## config.mk

```make
export PLATFORM = sky130hd
export DESIGN_NAME = multicycle_controller_flat
export DESIGN_NICKNAME = d
export VERILOG_FILES = /design/src/rtl/multicycle_controller_pkg.sv /design/src/rtl/multicycle_controller_if.sv /design/src/rtl/multicycle_controller_alu_decoder.sv /design/src/rtl/multicycle_controller.sv /design/src/flat_wrapper.sv
export SDC_FILE = /design/constraint.sdc
export NUM_CORES = 1
export LEC_CHECK = 0
export ABC_CLOCK_PERIOD_IN_PS = 2650
export BUFFER_PORTS_ARGS = -buffer_cell sky130_fd_sc_hd__buf_2
export CORE_ASPECT_RATIO = 0.75
export CORE_MARGIN = 3
export CORE_UTILIZATION = 30
export DETAILED_ROUTE_END_ITERATION = 8
export GPL_TIMING_DRIVEN = 0
export PLACE_DENSITY_LB_ADDON = 0.12
export REMOVE_ABC_BUFFERS = 1
export SETUP_SLACK_MARGIN = 0.15
export SLEW_MARGIN = 10
export SYNTH_ARGS = -nofsm -noshare
export SYNTH_HDL_FRONTEND = slang
export SYNTH_HIERARCHICAL = 1
export SYNTH_SLANG_ARGS = --single-unit
```

## constraint.sdc

```tcl
create_clock -name clk -period 2.65 [get_ports clk]
set_input_delay 0.265 -clock clk [delete_from_list [all_inputs] [get_ports clk]]
set_output_delay 0.265 -clock clk [all_outputs]
set_load 0.02 [all_outputs]
```

## src/rtl/multicycle_controller_pkg.sv

```systemverilog
// Shared encodings for the multi-cycle RV32I control path: FSM states,
// opcodes, datapath mux selects and ALU operation codes.
package mc_pkg;

  // FSM state encoding (FETCH=0 .. TRAP=11)
  typedef enum logic [3:0] {
    S_FETCH    = 4'd0,
    S_DECODE   = 4'd1,
    S_MEMADR   = 4'd2,
    S_MEMREAD  = 4'd3,
    S_MEMWB    = 4'd4,
    S_MEMWRITE = 4'd5,
    S_EXECR    = 4'd6,
    S_EXECI    = 4'd7,
    S_ALUWB    = 4'd8,
    S_BEQ      = 4'd9,
    S_JAL      = 4'd10,
    S_TRAP     = 4'd11
  } state_e;

  // Opcodes
  localparam logic [6:0] OP_LW  = 7'b0000011;
  localparam logic [6:0] OP_SW  = 7'b0100011;
  localparam logic [6:0] OP_R   = 7'b0110011;
  localparam logic [6:0] OP_I   = 7'b0010011;
  localparam logic [6:0] OP_BEQ = 7'b1100011;
  localparam logic [6:0] OP_JAL = 7'b1101111;

  // ALUOp: what the ALU decoder should do
  localparam logic [1:0] ALUOP_ADD   = 2'b00;
  localparam logic [1:0] ALUOP_SUB   = 2'b01;
  localparam logic [1:0] ALUOP_FUNCT = 2'b10;

  // ALUControl
  localparam logic [2:0] ALU_ADD = 3'b000;
  localparam logic [2:0] ALU_SUB = 3'b001;
  localparam logic [2:0] ALU_AND = 3'b010;
  localparam logic [2:0] ALU_OR  = 3'b011;
  localparam logic [2:0] ALU_SLT = 3'b101;

  // ImmSrc
  localparam logic [1:0] IMM_I = 2'b00;
  localparam logic [1:0] IMM_S = 2'b01;
  localparam logic [1:0] IMM_B = 2'b10;
  localparam logic [1:0] IMM_J = 2'b11;

  // ResultSrc
  localparam logic [1:0] RES_ALUOUT    = 2'b00;
  localparam logic [1:0] RES_DATA      = 2'b01;
  localparam logic [1:0] RES_ALURESULT = 2'b10;

  // ALUSrcA / ALUSrcB
  localparam logic [1:0] SRCA_PC    = 2'b00;
  localparam logic [1:0] SRCA_OLDPC = 2'b01;
  localparam logic [1:0] SRCA_RD1   = 2'b10;
  localparam logic [1:0] SRCB_RD2   = 2'b00;
  localparam logic [1:0] SRCB_IMM   = 2'b01;
  localparam logic [1:0] SRCB_FOUR  = 2'b10;

  // Moore control word produced by each state (before reset gating)
  typedef struct packed {
    logic       pc_write;
    logic       adr_src;
    logic       mem_write;
    logic       ir_write;
    logic       reg_write;
    logic [1:0] result_src;
    logic [1:0] alu_src_a;
    logic [1:0] alu_src_b;
    logic [1:0] alu_op;
  } ctrl_t;

  // Immediate format follows the opcode regardless of state
  function automatic logic [1:0] imm_src_of(input logic [6:0] op);
    case (op)
      OP_SW:   return IMM_S;
      OP_BEQ:  return IMM_B;
      OP_JAL:  return IMM_J;
      default: return IMM_I;
    endcase
  endfunction

  // States that wait on the memory handshake and own the watchdog
  function automatic logic is_mem_state(input state_e s);
    return (s == S_FETCH) || (s == S_MEMREAD) || (s == S_MEMWRITE);
  endfunction

endpackage

```

## src/rtl/multicycle_controller_if.sv

```systemverilog
// Controller <-> datapath bundle. The controller is the master: it samples
// instruction fields, ALU flags and memory ready, and drives every enable/select.
interface mc_if;
  logic [6:0] op;
  logic [2:0] funct3;
  logic       funct7b5;
  logic       zero;
  logic       mem_ready;
  logic       PCWrite;
  logic       AdrSrc;
  logic       MemWrite;
  logic       IRWrite;
  logic       RegWrite;
  logic [1:0] ResultSrc;
  logic [1:0] ALUSrcA;
  logic [1:0] ALUSrcB;
  logic [1:0] ImmSrc;
  logic [2:0] ALUControl;
  logic       trap;

  modport master (
    input  op, funct3, funct7b5, zero, mem_ready,
    output PCWrite, AdrSrc, MemWrite, IRWrite, RegWrite,
           ResultSrc, ALUSrcA, ALUSrcB, ImmSrc, ALUControl, trap
  );

  modport slave (
    output op, funct3, funct7b5, zero, mem_ready,
    input  PCWrite, AdrSrc, MemWrite, IRWrite, RegWrite,
           ResultSrc, ALUSrcA, ALUSrcB, ImmSrc, ALUControl, trap
  );
endinterface

```

## src/rtl/multicycle_controller_alu_decoder.sv

```systemverilog
// ALU decoder: ALUOp + funct fields -> ALUControl. Pure combinational, shared
// with the single-cycle control unit.
module alu_decoder
  import mc_pkg::*;
(
  input  logic [1:0] alu_op_i,
  input  logic [2:0] funct3_i,
  input  logic       op5_i,
  input  logic       funct7b5_i,
  output logic [2:0] alu_control_o
);

  // Only R-type (op[5]=1) with funct7b5 selects sub; addi ignores funct7b5
  always_comb begin
    alu_control_o = ALU_ADD;
    case (alu_op_i)
      ALUOP_ADD: alu_control_o = ALU_ADD;
      ALUOP_SUB: alu_control_o = ALU_SUB;
      ALUOP_FUNCT: begin
        case (funct3_i)
          3'b000:  alu_control_o = (op5_i && funct7b5_i) ? ALU_SUB : ALU_ADD;
          3'b010:  alu_control_o = ALU_SLT;
          3'b110:  alu_control_o = ALU_OR;
          3'b111:  alu_control_o = ALU_AND;
          default: alu_control_o = ALU_ADD;
        endcase
      end
      default: alu_control_o = ALU_ADD;
    endcase
  end

endmodule

```

## src/rtl/multicycle_controller.sv

```systemverilog
// Multi-cycle RV32I sequencer. Moore decode of a 4-bit state, with FETCH
// enables qualified by mem_ready and BEQ's PCWrite by zero. Memory-waiting
// states are guarded by a watchdog that traps after MEM_WAIT_MAX idle cycles.
// WAIT_CNT_W must satisfy 2**WAIT_CNT_W > MEM_WAIT_MAX.
// Optional: define MC_PERF_CNT_EN to add cycle_cnt / instr_cnt outputs.
module multicycle_controller
  import mc_pkg::*;
#(
  parameter int MEM_WAIT_MAX = 15,
  parameter int WAIT_CNT_W   = 4
) (
  input  logic        clk,
  input  logic        rst,
  mc_if.master        bus
`ifdef MC_PERF_CNT_EN
  ,
  output logic [31:0] cycle_cnt,
  output logic [31:0] instr_cnt
`endif
);

  localparam logic [WAIT_CNT_W-1:0] WAIT_LAST = WAIT_CNT_W'(MEM_WAIT_MAX - 1);

  state_e                state_q, state_d;
  logic [WAIT_CNT_W-1:0] cnt_q, cnt_d;
  logic                  timeout;
  ctrl_t                 ctrl;
  logic [2:0]            alu_ctl;

  // State and watchdog registers
  always_ff @(posedge clk or negedge rst) begin
    if (!rst) begin
      state_q <= S_FETCH;
      cnt_q   <= '0;
    end else begin
      state_q <= state_d;
      cnt_q   <= cnt_d;
    end
  end

  // Next state; mem_ready on the limit cycle still completes the access
  always_comb begin
    state_d = state_q;
    timeout = (cnt_q == WAIT_LAST) && !bus.mem_ready;
    case (state_q)
      S_FETCH:    if (bus.mem_ready) state_d = S_DECODE;
                  else if (timeout)  state_d = S_TRAP;
      S_DECODE: begin
        case (bus.op)
          OP_LW, OP_SW: state_d = S_MEMADR;
          OP_R:         state_d = S_EXECR;
          OP_I:         state_d = S_EXECI;
          OP_BEQ:       state_d = S_BEQ;
          OP_JAL:       state_d = S_JAL;
          default:      state_d = S_TRAP;
        endcase
      end
      S_MEMADR:   state_d = bus.op[5] ? S_MEMWRITE : S_MEMREAD;
      S_MEMREAD:  if (bus.mem_ready) state_d = S_MEMWB;
                  else if (timeout)  state_d = S_TRAP;
      S_MEMWB:    state_d = S_FETCH;
      S_MEMWRITE: if (bus.mem_ready) state_d = S_FETCH;
                  else if (timeout)  state_d = S_TRAP;
      S_EXECR:    state_d = S_ALUWB;
      S_EXECI:    state_d = S_ALUWB;
      S_ALUWB:    state_d = S_FETCH;
      S_BEQ:      state_d = S_FETCH;
      S_JAL:      state_d = S_ALUWB;
      S_TRAP:     state_d = S_TRAP;
      default:    state_d = S_TRAP;
    endcase

    // Counter restarts whenever a memory-waiting state is freshly entered
    if (is_mem_state(state_d) && (state_d != state_q))
      cnt_d = '0;
    else if (is_mem_state(state_q) && !bus.mem_ready)
      cnt_d = cnt_q + 1'b1;
    else
      cnt_d = cnt_q;
  end

  // Moore control word per state
  always_comb begin
    ctrl = '0;
    case (state_q)
      S_FETCH: begin
        ctrl.alu_src_a  = SRCA_PC;
        ctrl.alu_src_b  = SRCB_FOUR;
        ctrl.result_src = RES_ALURESULT;
        ctrl.alu_op     = ALUOP_ADD;
        ctrl.ir_write   = bus.mem_ready;
        ctrl.pc_write   = bus.mem_ready;
      end
      S_DECODE: begin
        ctrl.alu_src_a = SRCA_OLDPC;
        ctrl.alu_src_b = SRCB_IMM;
      end
      S_MEMADR: begin
        ctrl.alu_src_a = SRCA_RD1;
        ctrl.alu_src_b = SRCB_IMM;
      end
      S_MEMREAD: begin
        ctrl.adr_src    = 1'b1;
        ctrl.result_src = RES_ALUOUT;
      end
      S_MEMWB: begin
        ctrl.result_src = RES_DATA;
        ctrl.reg_write  = 1'b1;
      end
      S_MEMWRITE: begin
        ctrl.adr_src    = 1'b1;
        ctrl.result_src = RES_ALUOUT;
        ctrl.mem_write  = 1'b1;
      end
      S_EXECR: begin
        ctrl.alu_src_a = SRCA_RD1;
        ctrl.alu_src_b = SRCB_RD2;
        ctrl.alu_op    = ALUOP_FUNCT;
      end
      S_EXECI: begin
        ctrl.alu_src_a = SRCA_RD1;
        ctrl.alu_src_b = SRCB_IMM;
        ctrl.alu_op    = ALUOP_FUNCT;
      end
      S_ALUWB: begin
        ctrl.result_src = RES_ALUOUT;
        ctrl.reg_write  = 1'b1;
      end
      S_BEQ: begin
        ctrl.alu_src_a  = SRCA_RD1;
        ctrl.alu_src_b  = SRCB_RD2;
        ctrl.alu_op     = ALUOP_SUB;
        ctrl.result_src = RES_ALUOUT;
        ctrl.pc_write   = bus.zero;
      end
      S_JAL: begin
        ctrl.alu_src_a  = SRCA_OLDPC;
        ctrl.alu_src_b  = SRCB_FOUR;
        ctrl.alu_op     = ALUOP_ADD;
        ctrl.result_src = RES_ALUOUT;
        ctrl.pc_write   = 1'b1;
      end
      default: ctrl = '0;
    endcase
  end

  alu_decoder u_alu_dec (
    .alu_op_i      (ctrl.alu_op),
    .funct3_i      (bus.funct3),
    .op5_i         (bus.op[5]),
    .funct7b5_i    (bus.funct7b5),
    .alu_control_o (alu_ctl)
  );

  // Write enables are held off while reset is asserted so an aborted
  // instruction cannot commit anything
  assign bus.PCWrite    = ctrl.pc_write  & rst;
  assign bus.IRWrite    = ctrl.ir_write  & rst;
  assign bus.RegWrite   = ctrl.reg_write & rst;
  assign bus.MemWrite   = ctrl.mem_write & rst;
  assign bus.AdrSrc     = ctrl.adr_src;
  assign bus.ResultSrc  = ctrl.result_src;
  assign bus.ALUSrcA    = ctrl.alu_src_a;
  assign bus.ALUSrcB    = ctrl.alu_src_b;
  assign bus.ImmSrc     = imm_src_of(bus.op);
  assign bus.ALUControl = alu_ctl;
  assign bus.trap       = (state_q == S_TRAP);

`ifdef MC_PERF_CNT_EN
  logic [31:0] cycle_q, cycle_d, instr_q, instr_d;

  assign cycle_d = (state_q != S_TRAP) ? cycle_q + 32'd1 : cycle_q;
  assign instr_d = ((state_q == S_DECODE) && (state_d != S_TRAP)) ? instr_q + 32'd1 : instr_q;

  // Free-running performance counters, wrap at 2**32
  always_ff @(posedge clk or negedge rst) begin
    if (!rst) begin
      cycle_q <= '0;
      instr_q <= '0;
    end else begin
      cycle_q <= cycle_d;
      instr_q <= instr_d;
    end
  end

  assign cycle_cnt = cycle_q;
  assign instr_cnt = instr_q;
`endif

endmodule
```

## src/flat_wrapper.sv

```systemverilog
// flat-port wrapper written by rule: the top's interface ports become plain ports
module multicycle_controller_flat import mc_pkg::*;
#(
  parameter int MEM_WAIT_MAX = 15,
  parameter int WAIT_CNT_W   = 4
)
  (clk, rst, bus_op, bus_funct3, bus_funct7b5, bus_zero, bus_mem_ready, bus_PCWrite, bus_AdrSrc, bus_MemWrite, bus_IRWrite, bus_RegWrite, bus_ResultSrc, bus_ALUSrcA, bus_ALUSrcB, bus_ImmSrc, bus_ALUControl, bus_trap);
  mc_if bus_i ();
  input  logic clk;
  input  logic rst;
  input wire logic [$bits(bus_i.op)-1:0] bus_op;
  input wire logic [$bits(bus_i.funct3)-1:0] bus_funct3;
  input wire logic [$bits(bus_i.funct7b5)-1:0] bus_funct7b5;
  input wire logic [$bits(bus_i.zero)-1:0] bus_zero;
  input wire logic [$bits(bus_i.mem_ready)-1:0] bus_mem_ready;
  output wire logic [$bits(bus_i.PCWrite)-1:0] bus_PCWrite;
  output wire logic [$bits(bus_i.AdrSrc)-1:0] bus_AdrSrc;
  output wire logic [$bits(bus_i.MemWrite)-1:0] bus_MemWrite;
  output wire logic [$bits(bus_i.IRWrite)-1:0] bus_IRWrite;
  output wire logic [$bits(bus_i.RegWrite)-1:0] bus_RegWrite;
  output wire logic [$bits(bus_i.ResultSrc)-1:0] bus_ResultSrc;
  output wire logic [$bits(bus_i.ALUSrcA)-1:0] bus_ALUSrcA;
  output wire logic [$bits(bus_i.ALUSrcB)-1:0] bus_ALUSrcB;
  output wire logic [$bits(bus_i.ImmSrc)-1:0] bus_ImmSrc;
  output wire logic [$bits(bus_i.ALUControl)-1:0] bus_ALUControl;
  output wire logic [$bits(bus_i.trap)-1:0] bus_trap;
  assign bus_i.op = bus_op;
  assign bus_i.funct3 = bus_funct3;
  assign bus_i.funct7b5 = bus_funct7b5;
  assign bus_i.zero = bus_zero;
  assign bus_i.mem_ready = bus_mem_ready;
  assign bus_PCWrite = bus_i.PCWrite;
  assign bus_AdrSrc = bus_i.AdrSrc;
  assign bus_MemWrite = bus_i.MemWrite;
  assign bus_IRWrite = bus_i.IRWrite;
  assign bus_RegWrite = bus_i.RegWrite;
  assign bus_ResultSrc = bus_i.ResultSrc;
  assign bus_ALUSrcA = bus_i.ALUSrcA;
  assign bus_ALUSrcB = bus_i.ALUSrcB;
  assign bus_ImmSrc = bus_i.ImmSrc;
  assign bus_ALUControl = bus_i.ALUControl;
  assign bus_trap = bus_i.trap;
  multicycle_controller #(.MEM_WAIT_MAX(MEM_WAIT_MAX), .WAIT_CNT_W(WAIT_CNT_W)) u_core (.clk(clk), .rst(rst), .bus(bus_i));
endmodule
```

After elaboration in Yosys (flattened, before gate mapping). Index checks and enable logic that the tools add are counted.

Register bits: 8. Output and inout port bits: 17. Bits of input ports: 15.

$add $sub $neg: 1. Bitwise operators: 4. Multiplexer cells: 21. Equal/unequal tests: 26. Reductions and logical operators: 21.

Operator list (number): $pmux 4 s5 (2); $pmux 4 s7 (1); $mux 4 (6); $eq 4x3->1 const B (5); $eq 4x4->1 const B (5); $eq 7x6->1 const B (2); $eq 7x7->1 const B (2); $eq 4x2->1 const B (3); $pmux 3 s4 (1); $reduce_or 2->1 (6); $logic_not 4->1 (2); $pmux 2 s2 (2); $eq 7x2->1 const B (1); $eq 7x5->1 const B (1); $eq 3x3->1 const B (2); $pmux 2 s3 (1); $pmux 3 s2 (1); $reduce_or 3->1 (2); $mux 1 (5); $add 4x1->4 const B (1); $and 1x1->1 (4); $eq 4x1->1 const B (1); $logic_and 1x1->1 (4); $logic_or 1x1->1 (4); other kinds (9) (9).

Longest topological paths before layout.
Depth after elaboration: 10. Gate-level depth with buffers: 9. Gate-level depth less buffers: 8.

Cells and area by module. Netlist, hierarchy kept.

By module, submodules not included: multicycle_controller (area an instance 1037.2 sq um, cells each 133, times used 1); alu_decoder (area an instance 96.3 sq um, cells each 11, times used 1).

Worst setup path before layout. No wires, ideal clock.

Kind: register to output. From: register u_core.state_q[1]. To: output bus_ALUControl[2]. Stages on the path, launching flop included: 9. Data arrival time: 2.120 ns. Slack: 0.265 ns. Cells stage by stage: dfrtp_1 -> buf_2 -> buf_4 -> inv_2 -> nand2_1 -> nor2_1 -> inv_1 -> ha_1 -> nor4b_1.

RTL lines: start, declared (RTL line multicycle_controller.sv:24) `state_e state_q, state_d;`; start signal, assigned (RTL line multicycle_controller.sv:36) `state_q <= state_d;`; end, declared (RTL line flat_wrapper.sv:25) `output wire logic [$bits(bus_i.ALUControl)-1:0] bus_ALUControl;`.

==> metrics.yaml <==
outcome:
  status: "finished clean"
sta:
  period_share: 0.882
  hold_viol: 0
  setup_viol: 0
  fin_crit_ps: 2340
  fmax_mhz: 428
  worst_slew_pin_slew_ps: 774
  fin_ws_ps: 312
  rsz0062_at_grt: "false"
  relSlewSlack: 0.477
  slew_viol_final: 0
  skew_ps: 2.58
  fin_tns_setup_ps: 0
run:
  cap_violations: 0
final_layout:
  drive_gt1_frac: 0.343
  final_cells: 219
  final_util: 0.394
  syn2layout_area_growth_pct: 19.9
  n_antenna_cell: 0
  stdcell_area_mm2: 0.00136
  nets: 190
die:
  start_util: 0.329
  design.core.area_mm2: 0.00345
  pin_count: 32
  fp.dieW_um: 77.0
  rows: 18
  die-area_mm2: 0.00456
  die_h_um: 59.2
routing:
  wirelength_um: 3080
  drtIter0Drc: 56
  wire_per_inst_um: 14.1
  drc: 0
  viasPerCell: 5.21
  first_pass_iters: 4
  antenna_left: 0
  vias: 1141
global_routing:
  overflow: 0
  grt_max_degree: 20
  antenna_found_initial: 0
  grt_pass1_vias: 1107
  grt.total_usage: 0.144
  grt_pass1_wl_um: 5370
clock_network:
  clock-sinks: 8
  cts_made_buffers: 3
  clock_tree.buffer_depth: 2
  clock_latency_ps: 220
  cts_root_buf: "clkbuf_8"
  clk_pin_slew_ps: 40
  htreeDepth: 1
  cts_tree: "done"
synth:
  synthCells: 144
  syn_area_per_cell_um2: 7.87
  synth_seq_cells: 8
  postSynth.asyncResetShare: 1.00
  synthFlopType: "dfrtp_1"
  yosysSeqAreaShare: 0.177
  synth_edf_count: 0
  netlist-cell-type-count: 53
  yosys_warnings: 6
  netlist_area_mm2: 0.00113
worst_setup_path:
  crit_end: "bus_ALUControl[2]"
  regToRegStartpoint: "u_core/state_q[2]$_DFF_PN0_"
  critPathKind: "register to output pin"
  reg2regPathDepth: 7
  r2r_end: "u_core/cnt_q[0]$_DFFE_PN0P_"
  rrSetupSlack_ps: 390
  setup.worst_path.end_class: "output pin"
  crit_arrival_ps: 2070
  startpoint: "u_core/state_q[1]$_DFF_PN0_"
  cp.required_ps: 2380
  start_kind: "register"
  crit_fanout: 19
place:
  dp_hpwl_um: 2460
  place.gp.congestion: 0.797
  pre_cts_ws_ps: 301
  dp_cells: 212
  dpl_cell_area_mm2: 0.00126
  port_buffers: 31
power:
  ir_drop_mv: 0.647
  p_leak_nw: 0.589
  power_density_mw_per_mm2: 1200
hold_path:
  worstHoldPathType: "input pin to async pin"
Yosys cell counts (2+ instances only):
master | n | area share
nand2_1 | 13 | 0.043
nor2b_1 | 3 | 0.017
and3_1 | 2 | 0.011
o21ai_0 | 3 | 0.013
o211a_1 | 2 | 0.018
dfrtp_1 | 8 | 0.18
nor3_1 | 7 | 0.031
xnor2_1 | 4 | 0.031
nor2_1 | 17 | 0.056
nand3_1 | 4 | 0.018
o41ai_1 | 2 | 0.015
nand3b_1 | 2 | 0.013
a41oi_1 | 4 | 0.031
buf_4 | 7 | 0.046
nand4_1 | 2 | 0.011
ha_1 | 4 | 0.044
inv_1 | 9 | 0.030
a21oi_1 | 7 | 0.031
buf_2 | 5 | 0.022
xor2_1 | 3 | 0.023
a31oi_1 | 3 | 0.017
a2bb2oi_1 | 2 | 0.015
logic make-up (layout without fill, tap and decap cells):
group           after synthesis  in the layout  share of synthesized area
xor+xnor                      8              8                     0.0684
flops                         8              8                      0.177
compound gates               35             35                      0.256
mux                           1              1                    0.00883
simple gates                 65             65                      0.334
buf+inv                      23             48                      0.111
fa+ha+maj                     4              4                     0.0442
worst min path at each step:
stage                                              to  slack (ps)  cells after the start  startpoint
final                     u_core/cnt_q[3]$_DFFE_PN0P_         420                      2         rst
after global routing      u_core/cnt_q[2]$_DFFE_PN0P_         460                      2         rst
after CTS                 u_core/cnt_q[3]$_DFFE_PN0P_         430                      2         rst
after detailed placement  u_core/cnt_q[3]$_DFFE_PN0P_         130                      1         rst
after global placement    u_core/cnt_q[3]$_DFFE_PN0P_         120                      1         rst
after floorplan           u_core/cnt_q[0]$_DFFE_PN0P_         -30                      0         rst
power breakdown:
part	internal (mW)	switching, mW	total (mW)
combinational	0.472	0.695	1.17
clock	0.0979	0.0425	0.140
sequential	0.178	0.150	0.328
total	0.748	0.888	1.64
critical path, cell delays in order (launching register included):
cell     delay (ps)
dfrtp_2         530
inv_2           150
nand2_1         150
nor2_2          150
inv_1            50
ha_1            330
nor4b_1         270
buf_2           210
cell usage in the layout (no fill, tap or decap), drive strengths merged, types with 2 or more instances in the layout:
master   instances
nand3            5
and3             2
buf             34
o211a            2
o21ai            4
ha               4
a2bb2oi          2
nand3b           2
nor3             7
nor2b            3
inv             10
clkbuf           3
dfrtp            8
xor2             4
nor4b            3
a21oi            8
nand4            2
o41ai            3
a41oi            4
nand2           13
xnor2            4
nor2            17
a31oi            3
per-layer routing:
metal	vias up	wire, um	global-route usage
met1	531	1670	0.213
met2	33	1250	0.211
met4	0	8	0.0330
met5	-	0	0
met3	2	157	0.0334
li1	575	-	-
repair_timing:
action,in CTS,in global routing
setup endpoints to repair,3,3
resized for setup,3,5
endpoints found under the hold margin,8,0
hold buffers,1,0
setup buffers,0,3
final cells by class:
cell class / instances / area [um^2]
fillers: 368 / 2090
multi-input cells: 113 / 810
flip-flops and latches: 8 / 208
repair buffers: 35 / 200
well taps: 50 / 62.6
clock buffers: 3 / 41.3
inverters: 10 / 37.5
flip-flops by register name (all words and copies together), names as in the netlist:
register,cells
u_core/state_q,4
u_core/cnt_q,4
stage by stage:
step / hold WS (ps) / power (mW)
after global routing: 465 / 1.79
after global placement: 120 / 1.40
final: 421 / 1.64
after floorplan: -30.6 / 1.13
after detailed placement: 128 / 1.42
after CTS: 425 / 1.58
(Power assumes the default switching activity.)
